## config.mk

```make
export PLATFORM = sky130hd
export DESIGN_NAME = mux_scan_serializer
export DESIGN_NICKNAME = d
export VERILOG_FILES = /design/src/rtl/mux_scan_serializer.sv
export SDC_FILE = /design/constraint.sdc
export NUM_CORES = 1
export LEC_CHECK = 0
export ABC_AREA = 1
export BUFFER_PORTS_ARGS = -buffer_cell sky130_fd_sc_hd__buf_2
export CAP_MARGIN = 20
export CORE_ASPECT_RATIO = 0.8
export CORE_MARGIN = 10
export CORE_UTILIZATION = 50
export DETAILED_ROUTE_END_ITERATION = 12
export PLACE_DENSITY = 0.83
export SLEW_MARGIN = 0
export SYNTH_ARGS = -nofsm -noshare
export SYNTH_HDL_FRONTEND = slang
export SYNTH_SLANG_ARGS = --single-unit
```

## constraint.sdc

```tcl
create_clock -name clk -period 2.65 [get_ports clk]
set_clock_uncertainty 0.15 [all_clocks]
set_input_delay 0.53 -clock clk [delete_from_list [all_inputs] [get_ports clk]]
set_output_delay 0.53 -clock clk [all_outputs]
set_load 0.02 [all_outputs]
```

## src/rtl/mux_scan_serializer.sv

```systemverilog
// Serializer front end for the 16:1 mux: holds a word on the mux data
// inputs, walks the select once per clock and registers the mux output.
module mux_scan_serializer #(
   parameter bit MSB_FIRST = 1'b0
) (
   input  logic        clk,
   input  logic        rst_n,
   input  logic        load_valid,
   output logic        load_ready,
   input  logic [15:0] load_data,
   input  logic        hold,
   output logic [3:0]  mux_sel,
   output logic [15:0] mux_di,
   input  logic        mux_y,
   output logic        sout,
   output logic        sout_valid,
   output logic        sout_last,
   output logic        busy
);

   typedef enum logic {
      IDLE = 1'b0,
      SCAN = 1'b1
   } state_t;

   localparam logic [3:0] SEL_START = MSB_FIRST ? 4'hF : 4'h0;
   localparam logic [3:0] SEL_END   = MSB_FIRST ? 4'h0 : 4'hF;

   state_t      state;
   state_t      state_nx;
   logic [3:0]  sel_nx;
   logic [3:0]  sel_step;
   logic [15:0] di_nx;
   logic        sout_nx;
   logic        valid_nx;
   logic        last_nx;
   logic        busy_nx;
   logic        at_end;

   assign load_ready = (state == IDLE);
   assign at_end     = (mux_sel == SEL_END);
   assign sel_step   = MSB_FIRST ? (mux_sel - 4'd1)
                                 : (mux_sel + 4'd1);

   always_ff @(posedge clk or negedge rst_n) begin
      if (!rst_n) begin
         state      <= IDLE;
         mux_sel    <= SEL_START;
         mux_di     <= 16'h0000;
         sout       <= 1'b0;
         sout_valid <= 1'b0;
         sout_last  <= 1'b0;
         busy       <= 1'b0;
      end else begin
         state      <= state_nx;
         mux_sel    <= sel_nx;
         mux_di     <= di_nx;
         sout       <= sout_nx;
         sout_valid <= valid_nx;
         sout_last  <= last_nx;
         busy       <= busy_nx;
      end
   end

   always_comb begin
      state_nx = state;
      sel_nx   = mux_sel;
      di_nx    = mux_di;
      sout_nx  = sout;
      valid_nx = 1'b0;
      last_nx  = 1'b0;
      busy_nx  = busy;
      unique case (1'b1)
         (state == IDLE): begin
            if (load_valid) begin
               di_nx    = load_data;
               sel_nx   = SEL_START;
               state_nx = SCAN;
               busy_nx  = 1'b1;
            end
         end
         (state == SCAN && hold): begin
         end
         (state == SCAN && !hold): begin
            sout_nx  = mux_y;
            valid_nx = 1'b1;
            if (at_end) begin
               // last bit: release the word, mux_di stays put
               last_nx  = 1'b1;
               state_nx = IDLE;
               busy_nx  = 1'b0;
               sel_nx   = SEL_START;
            end else begin
               sel_nx = sel_step;
            end
         end
         default: begin
         end
      endcase
   end

endmodule

```

==> results.yml <==
layout:
  post-route-util: 0.623
  area_delta_synth_final_pct: 19.9
  fin_area_um2: 1330
  layout-drive-gt1-share: 0.394
  n_antenna_cell: 0
  fin_nets: 178
  fillers: 202
  fin_cells: 180
die:
  core.rowCount: 15
  ioPinCount: 46
  dieArea_um2: 4520
  die_y_um: 62.2
  die_x_um: 72.7
  coreArea_um2: 2140
  initial_core_util: 0.519
global_route:
  grt_antenna_before_repair: 0
  grt_usage: 0.120
  first_global_vias: 938
  grt_max_degree: 26
  grt-ovfl-total: 0
  grt_pass1_wl_mm: 4.55
clock_network:
  cts_resized: 0
  cts_hold_buf: 0
  path_clk_slew_ns: 0.15
  h-tree-depth: 1
  cts-root-buf: "clkbuf_4"
  cts_buffers: 3
  cts_setup_buffers: 0
  cts_tree: "built"
  cts_sinks: 25
  cts.path.max_buffers: 2
  clock_latency_ns: 0.33
power:
  power_leakage_nw: 0.753
  p_per_area_nw_per_um2: 1080
  ir_drop_mv: 0.536
flow_run:
  drv_cap: 0
synth:
  synth_fa_ha_area_frac: 0.0113
  synth_top_family_by_area: "simple AND/OR/NAND/NOR gates"
  syn_area_um2: 1110
  synth_compound_area_frac: 0.0180
  synth_top_area_frac: 0.563
  yosys_warnings: 0
  yosys-top-cells-area: "dfrtp_1 (56%), nand2_1 (16%), nand3_2 (8.1%), nand3_1 (4.5%), buf_6 (2.0%)"
  syn_area_per_cell_um2: 10.0
  synth_mux_area_frac: 0
  synthesis.nets: 133
  yosysUniqueCellTypes: 19
  yosysTopAreaCell: "dfrtp_1"
  ys_seq_elements: 25
  synth-xor-area-share: 0.00788
  netlist_instances: 111
  yosys.area_share.simple: 0.322
  ys_seq_area_frac: 0.563
timing:
  whs_ns: 0.00497
  rsz0062_at_grt: "false"
  report.final.setup_viol: 0
  relSlewSlack: 0.634
  worstMarginPinSlew_ns: 0.550
  max_freq_ghz: 0.526
  fin_crit_sh: 0.718
  drv_slew: 0
  hold_violations: 0
  tns_ns: 0
  min_period_ns: 1.90
placement:
  placed_area_um2: 1300
  placed_cells: 176
  dp_hpwl_mm: 1.99
  place_congestion: 0.725
  io_buffer_count: 45
setup_path:
  cp.arrival_ns: 1.22
  worstSetupPathType: "flop to output pin"
  cp-end-kind: "output pin"
  crit_fanout: 21
  r2r_cells: 4
  critPathLaunchType: "flop"
  worstPathRequired_ns: 1.97
drt:
  viasPerCell: 4.91
  first_pass_iters: 4
  final_antenna_net_count: 0
  drt_iter0_markers: 47
  wl_mm: 2.53
  wire_per_inst_um: 14.1
  num_vias: 884
  drc: 0
run_status:
  status: "finished clean"
worst_hold_path:
  min_path_type: "input pin to async pin"
cells by family after synthesis:
kind of cell,Yosys count
and+or+nand+nor,70
buffers and inverters,10
adders and majority gates,1
DFF,25
AOI/OAI and AO/OA,4
xor gates and xnor gates,1
flip-flops by register name, summed over array words and instances, names as in the netlist:
| signal | flops |
|---|---|
| sout_valid | 1 |
| mux_di | 16 |
| busy | 1 |
| sout | 1 |
| mux_sel | 4 |
| state | 1 |
| sout_last | 1 |
cell usage in the layout, fill, tap and decap left out:
master,synthesis,routed
nand2_1,46,46
buf_2,0,45
dfrtp_1,25,25
nand3_1,10,10
nand3_2,9,9
inv_1,4,4
clkbuf_4,1,3
nor2_1,2,2
o21ai_0,2,2
inv_4,1,1
nor2_4,1,1
nand2_8,1,1
xnor2_1,1,1
o21ai_1,1,1
nand4_1,1,1
a21oi_1,1,1
ha_1,1,1
clkinvlp_4,0,1
path summary, 6_finish.rpt:
check                                 from          to  slack [ns]
worst max-delay path                 state  load_ready        0.75
worst min-delay path                 rst_n   mux_di[1]       0.005
worst max register to register  mux_sel[0]       state        1.27
worst min register to register  mux_di[12]  mux_di[12]        0.34
max in group asynchronous            rst_n  mux_di[11]        1.96
min in group clk                      hold  sout_valid        0.23
critical path, stage by stage (launching register included):
cell and delay, ns:
dfrtp_1 0.43, inv_4 0.25, buf_2 0.23
cell usage after synthesis:
master	number
nand3_1	10
nand2_8	1
nor2_4	1
o21ai_1	1
ha_1	1
nand4_1	1
nand2_1	46
nand3_2	9
buf_8	1
xnor2_1	1
inv_4	1
a21oi_1	1
o21ai_0	2
buf_6	2
dfrtp_1	25
nor2_1	2
clkbuf_4	1
buf_12	1
inv_1	4
stage by stage:
stage / setup WS [ns] / power (mW)
floorplan: 1.21 / 1.07
global placement: 1.04 / 1.25
detailed placement: 1.02 / 1.28
CTS: 0.733 / 1.46
global route: 0.688 / 1.56
finish: 0.748 / 1.44
where the power goes:
group          total, mW  switching, mW  internal [mW]
logic              0.624          0.417          0.206
registers          0.635          0.107          0.528
clock network      0.178          0.120         0.0578
layer usage:
metal / up-vias / routed length [um] / track usage
li1: 441 / - / -
met5: - / 0 / 0
met1: 407 / 1100 / 0.150
met3: 3 / 258 / 0.0667
met4: 0 / 12 / 0.0142
met2: 33 / 1160 / 0.180
area by class of cell:
class                   instances  area, um2  area share
repair buffers                 45        225       0.169
multi-input cells              76        399       0.300
well taps                      25       31.3      0.0235
flip-flops and latches         25        626       0.469
clock buffers                   3       22.5      0.0169
clock inverters                 1       7.51     0.00563
inverters                       5       21.3      0.0160
Note: power is estimated with default switching activity, not from simulation.
